===== config.mk =====
export PLATFORM = sky130hd
export DESIGN_NAME = fetch_flat
export DESIGN_NICKNAME = d
export VERILOG_FILES = /design/src/rtl/fetch_if.sv /design/src/rtl/fetch.sv /design/src/flat_wrapper.sv
export SDC_FILE = /design/constraint.sdc
export NUM_CORES = 1
export LEC_CHECK = 0
export CAP_MARGIN = 20
export CORE_MARGIN = 2
export CORE_UTILIZATION = 59
export CTS_CLUSTER_DIAMETER = 30
export DETAILED_ROUTE_END_ITERATION = 16
export GPL_TIMING_DRIVEN = 0
export PLACE_DENSITY = 0.85
export SLEW_MARGIN = 5
export SYNTH_ARGS = -nofsm -noshare
export SYNTH_HDL_FRONTEND = slang
export SYNTH_SLANG_ARGS = --single-unit

===== constraint.sdc =====
create_clock -name clk -period 5.43 [get_ports clk]
set_input_delay 1.3575 -clock clk [delete_from_list [all_inputs] [get_ports clk]]
set_output_delay 1.3575 -clock clk [all_outputs]
set_load 0.05 [all_outputs]

===== src/rtl/fetch_if.sv =====
// Fetch-side bus bundle: redirect, instruction memory port and decode handoff.
// Master is the fetch unit; slave is the surrounding core/memory.
package fetch_pkg;
  typedef struct packed {
`ifdef SIMULATION
    logic [31:0] simid;
`endif
    logic [31:0] raw;
  } t_rv_instr;
endpackage

interface fetch_if;
  import fetch_pkg::*;

  logic        redirect_valid;
  logic [31:0] redirect_pc;
  logic        imem_req_valid;
  logic        imem_req_ready;
  logic [31:0] imem_req_addr;
  logic        imem_rsp_valid;
  logic [31:0] imem_rsp_data;
  logic        stall_de0;
  logic        valid_de0;
  t_rv_instr   instr_de0;
  logic [31:0] pc_de0;

  modport master (
    input  redirect_valid, redirect_pc,
    input  imem_req_ready, imem_rsp_valid, imem_rsp_data,
    input  stall_de0,
    output imem_req_valid, imem_req_addr,
    output valid_de0, instr_de0, pc_de0
  );

  modport slave (
    output redirect_valid, redirect_pc,
    output imem_req_ready, imem_rsp_valid, imem_rsp_data,
    output stall_de0,
    input  imem_req_valid, imem_req_addr,
    input  valid_de0, instr_de0, pc_de0
  );
endinterface


===== src/rtl/fetch.sv =====
// Instruction fetch: single-outstanding imem reader feeding an in-order
// instruction queue whose head is presented to decode.
module fetch
  import fetch_pkg::*;
#(
  parameter int          IQ_DEPTH = 4,
  parameter logic [31:0] RESET_PC = 32'h0
) (
  input logic    clk,
  input logic    reset,
  fetch_if.master bus
);

  localparam int PW = $clog2(IQ_DEPTH);
  localparam int CW = PW + 1;
  localparam logic [CW-1:0] FULL = CW'(IQ_DEPTH);

  typedef enum logic [1:0] {IDLE, REQ, WAIT, DROP} state_t;

  typedef struct packed {
    t_rv_instr   instr;
    logic [31:0] pc;
  } entry_t;

  state_t        state, state_n;
  logic [31:0]   pc, pc_n;
  logic [31:0]   rpc;
  logic          redir, rsp, hs;
  logic          push, pop, full, empty;
  logic [PW-1:0] rd, wr;
  logic [CW-1:0] count;
  entry_t        mem [IQ_DEPTH];
  entry_t        entry_n;

  assign redir = bus.redirect_valid;
  assign rsp   = bus.imem_rsp_valid;
  assign rpc   = bus.redirect_pc & ~32'h3;
  assign full  = (count == FULL);
  assign empty = (count == '0);

  assign bus.imem_req_valid = (state == REQ) && !full;
  assign bus.imem_req_addr  = pc;
  assign hs = bus.imem_req_valid && bus.imem_req_ready;

  always_comb begin
    state_n = state;
    pc_n    = pc;
    push    = 1'b0;
    unique case (state)
      IDLE: state_n = REQ;
      REQ: begin
        if (redir) pc_n = rpc;
        if (hs) state_n = redir ? DROP : WAIT;
      end
      WAIT: begin
        if (rsp) begin
          state_n = REQ;
          if (redir) begin
            pc_n = rpc;
          end else begin
            push = 1'b1;
            pc_n = pc + 32'd4;
          end
        end else if (redir) begin
          pc_n    = rpc;
          state_n = DROP;
        end
      end
      DROP: begin
        if (redir) pc_n = rpc;
        if (rsp) state_n = REQ;
      end
      default: state_n = IDLE;
    endcase
  end

  always_ff @(posedge clk or posedge reset) begin
    if (reset) begin
      state <= IDLE;
      pc    <= RESET_PC;
    end else begin
      state <= state_n;
      pc    <= pc_n;
    end
  end

`ifdef SIMULATION
  logic [31:0] simid;

  always_ff @(posedge clk or posedge reset) begin
    if (reset) simid <= '0;
    else if (push) simid <= simid + 32'd1;
  end
`endif

  always_comb begin
    entry_n           = '0;
    entry_n.instr.raw = bus.imem_rsp_data;
`ifdef SIMULATION
    entry_n.instr.simid = simid;
`endif
    entry_n.pc        = pc;
  end

  assign bus.valid_de0 = !empty && !redir;
  assign bus.instr_de0 = empty ? '0 : mem[rd].instr;
  assign bus.pc_de0    = empty ? '0 : mem[rd].pc;
  assign pop = bus.valid_de0 && !bus.stall_de0;

  always_ff @(posedge clk or posedge reset) begin
    if (reset) begin
      rd    <= '0;
      wr    <= '0;
      count <= '0;
    end else if (redir) begin
      rd    <= '0;
      wr    <= '0;
      count <= '0;
    end else begin
      if (push) wr <= wr + PW'(1);
      if (pop) rd <= rd + PW'(1);
      count <= count + CW'(push) - CW'(pop);
    end
  end

  always_ff @(posedge clk) begin
    if (push) mem[wr] <= entry_n;
  end

`ifdef SIMULATION
  a_no_push_full: assert property (
    @(posedge clk) disable iff (reset) !(push && full));
  a_rsp_state: assert property (
    @(posedge clk) disable iff (reset)
    rsp |-> (state == WAIT || state == DROP));
  a_align: assert property (
    @(posedge clk) disable iff (reset)
    redir |-> (bus.redirect_pc[1:0] == 2'b00))
    else $warning("unaligned redirect_pc");
`endif

endmodule

===== src/flat_wrapper.sv =====
// flat-port wrapper written by rule: the top's interface ports become plain ports
module fetch_flat import fetch_pkg::*;
#(
  parameter int          IQ_DEPTH = 4,
  parameter logic [31:0] RESET_PC = 32'h0
)
  (clk, reset, bus_redirect_valid, bus_redirect_pc, bus_imem_req_ready, bus_imem_rsp_valid, bus_imem_rsp_data, bus_stall_de0, bus_imem_req_valid, bus_imem_req_addr, bus_valid_de0, bus_instr_de0, bus_pc_de0);
  fetch_if bus_i ();
  input logic clk;
  input logic reset;
  input wire logic [$bits(bus_i.redirect_valid)-1:0] bus_redirect_valid;
  input wire logic [$bits(bus_i.redirect_pc)-1:0] bus_redirect_pc;
  input wire logic [$bits(bus_i.imem_req_ready)-1:0] bus_imem_req_ready;
  input wire logic [$bits(bus_i.imem_rsp_valid)-1:0] bus_imem_rsp_valid;
  input wire logic [$bits(bus_i.imem_rsp_data)-1:0] bus_imem_rsp_data;
  input wire logic [$bits(bus_i.stall_de0)-1:0] bus_stall_de0;
  output wire logic [$bits(bus_i.imem_req_valid)-1:0] bus_imem_req_valid;
  output wire logic [$bits(bus_i.imem_req_addr)-1:0] bus_imem_req_addr;
  output wire logic [$bits(bus_i.valid_de0)-1:0] bus_valid_de0;
  output wire logic [$bits(bus_i.instr_de0)-1:0] bus_instr_de0;
  output wire logic [$bits(bus_i.pc_de0)-1:0] bus_pc_de0;
  assign bus_i.redirect_valid = bus_redirect_valid;
  assign bus_i.redirect_pc = bus_redirect_pc;
  assign bus_i.imem_req_ready = bus_imem_req_ready;
  assign bus_i.imem_rsp_valid = bus_imem_rsp_valid;
  assign bus_i.imem_rsp_data = bus_imem_rsp_data;
  assign bus_i.stall_de0 = bus_stall_de0;
  assign bus_imem_req_valid = bus_i.imem_req_valid;
  assign bus_imem_req_addr = bus_i.imem_req_addr;
  assign bus_valid_de0 = bus_i.valid_de0;
  assign bus_instr_de0 = bus_i.instr_de0;
  assign bus_pc_de0 = bus_i.pc_de0;
  fetch #(.IQ_DEPTH(IQ_DEPTH), .RESET_PC(RESET_PC)) u_core (.clk(clk), .reset(reset), .bus(bus_i));
endmodule

==> out/metrics.cfg <==
[floorplan]
num_rows = 52
core_mm2 = 0.0203
num_io_pins = 168
dieWidth_um = 148
fp.dieH_um = 148
die_area_mm2 = 0.0219
start_util = 0.601

[yosys]
synth_edf_count = 256
yosysWarnings = 0
netlist_area_mm2 = 0.0122
synth_cell_types = 50
syn_inst = 700
seq_area_frac_synth = 0.714
synth_nets = 782
synth_ff_type = edfxtp_1
ys_ff_latch = 297
ys_async_sr_fraction = 0.138
avgSynthCellArea_um2 = 17.4

[grt]
grt_max_degree = 51
grt_antenna_before_repair = 0
grt_pass1_wl_um = 41400
grt_pass1_vias = 7418
grt_usage = 0.252
grt_overflow = 0

[clock_network]
cts.path.max_buffers = 3
clock_latency_ns = 0.51
clock-root-buffer = clkbuf_16
clock-sinks = 297
cts.clk_slew.worst_paths_ns = 0.05
cts_setup_buffers = 0
h-tree-depth = 2
cts_buffers = 45
postCtsHoldBufs = 0
cts_tree = built
cts-resized-gates = 0

[cells_and_area]
diodes = 0
final_util = 0.778
syn_to_final_growth_pct = 29.4
layout.nets = 998
drive_gt1_frac = 0.167

[critical_path]
startpoint_type = primary input
critPathKind = primary input to output port
endpoint_kind = output port
crit_fanout = 10
cp.required_ns = 4.07
critPathArrivalTime_ns = 3.46

[placed_design]
place.gp.congestion = 0.919
hpwl_um = 16300
io_buffer_count = 164

[timing]
post-route-period-util = 0.887
slew_violations = 0
slew_headroom = 0.383
rsz0062_at_grt = false
setup_violations = 0
fin_crit_ns = 4.82
tns_ns = 0
worst_pin_slew_ns = 0.925
finalHoldViolCount = 0
finalClockSkew_ns = 0.0112
fmaxAchievable_mhz = 208

[power]
power.density_mw_per_mm2 = 558
leakagePower_nw = 5.23
vdd_drop_max_uv = 599

[route]
firstDrtPassIters = 5
drc = 0
viasPerCell = 6.01
drt-initial-drc-count = 624
post_drt_wl_per_cell_um = 22.2
drt_wl_total_um = 27000
vias = 7330
ant_nets = 0

[min_path]
hold_class = register to register

[outcome]
outcome = completed

[run]
max_cap_viol_count = 0

cell usage after synthesis, drive strengths merged (5+ instances only):
cell | instances | area share
nor2b | 65 | 0.033
ha | 11 | 0.011
or3 | 5 | 0.0026
nor4 | 6 | 0.0073
nor2 | 25 | 0.0077
o21ai | 17 | 0.0070
mux4 | 64 | 0.12
a21oi | 12 | 0.0049
a211oi | 7 | 0.0043
nand4 | 8 | 0.0041
clkbuf | 26 | 0.0080
edfxtp | 256 | 0.63
nor3 | 11 | 0.0045
nand3 | 23 | 0.0094
dfrtp | 41 | 0.084
inv | 13 | 0.0040
buf | 11 | 0.0044
or4 | 5 | 0.0031
and2 | 9 | 0.0046
nand2 | 24 | 0.0078
o211ai | 5 | 0.0031
a22oi | 14 | 0.0086
and3 | 5 | 0.0026
cells by family after synthesis:
family	count (synthesis)	synth area share
flops	297	0.714
compound gates	76	0.0419
buf+inv	51	0.0167
fa+ha+maj	12	0.0129
simple gates	193	0.0915
mux	66	0.120
xor+xnor	5	0.00359
stage by stage:
step / power, mW / worst slack (ns) / cell area, um^2 / hold slack, ns / cells
2_1_floorplan: 5.03 / 1.46 / 12200 / 0.567 / 700
3_3_place_gp: 6.02 / 0.0110 / 14200 / 0.523 / 1134
3_5_place_dp: 6.07 / 0.676 / 14300 / 0.541 / 1139
4_1_cts: 8.86 / 0.584 / 15800 / 0.553 / 1220
5_1_grt: 9.13 / 0.414 / 15800 / 0.573 / 1220
6_report: 8.82 / 0.613 / 15800 / 0.556 / 1220
power breakdown:
| part | total [mW] | internal [mW] | switching (mW) | leakage (nW) |
|---|---|---|---|---|
| combinational | 2.96 | 1.05 | 1.91 | 1.71 |
| sequential | 3.10 | 2.77 | 0.333 | 2.81 |
| clock | 2.76 | 1.76 | 1.01 | 0.716 |
final cells by class:
cell class	count	area, um^2
Clock inverter	28	298
Inverter	14	52.6
Clock buffer	53	1180
Buffer	37	151
Timing Repair Buffer	169	1770
Fill cell	1146	4500
Sequential cell	297	8710
Multi-Input combinational cell	352	3300
Tap cell	270	338
final timing paths:
path,startpoint,end,slack [ns],depth (start not counted)
min reg2reg,u_core.bus.imem_req_addr[0],u_core.mem[2][0],0.56,0
max in group asynchronous,reset,u_core.bus.imem_req_addr[11],3.97,3
max reg2reg,u_core.count[1],u_core.count[2],2.54,11
max,bus_redirect_valid,bus_valid_de0,0.61,5
min in group asynchronous,reset,u_core.bus.imem_req_addr[0],1.04,2
min,u_core.bus.imem_req_addr[0],u_core.mem[2][0],0.56,0
cell usage in the layout, fill, tap and decap left out, types with 5 or more instances in the layout:
cell type	count
buf_1	6
mux4_2	64
nor2_1	25
and3_1	5
clkdlybuf4s50_1	164
clkbuf_16	45
clkinv_4	7
dfrtp_1	41
or4_1	5
clkinv_2	5
o21ai_0	17
a211oi_1	7
a21oi_1	12
nand3_1	23
nor3_1	11
inv_1	12
ha_1	11
nand2_1	22
edfxtp_1	256
clkbuf_1	32
nor2b_1	65
or3_1	5
o211ai_1	5
nand4_1	8
a22oi_1	14
and2_1	5
layer usage:
metal / global-route usage / up-vias / share of wire
li1: - / 3227 / -
met1: 0.355 / 3650 / 0.40
met2: 0.405 / 395 / 0.49
met3: 0.0503 / 58 / 0.085
met4: 0.0848 / 0 / 0.025
met5: 0 / - / 0
state kept, by name (all words and copies together), names as in the netlist:
| signal | count |
|---|---|
| u_core.mem | 256 |
| u_core.bus.imem_req_addr | 32 |
| u_core.count | 3 |
| u_core.rd | 2 |
| u_core.state | 2 |
| u_core.wr | 2 |
worst max-delay path, cell delays in order:
cell	delay, ns
clkbuf_1	0.33
clkbuf_1	0.46
buf_1	0.46
nor2_1	0.12
clkdlybuf4s50_1	0.72
Power figures use the tool's default switching activity.
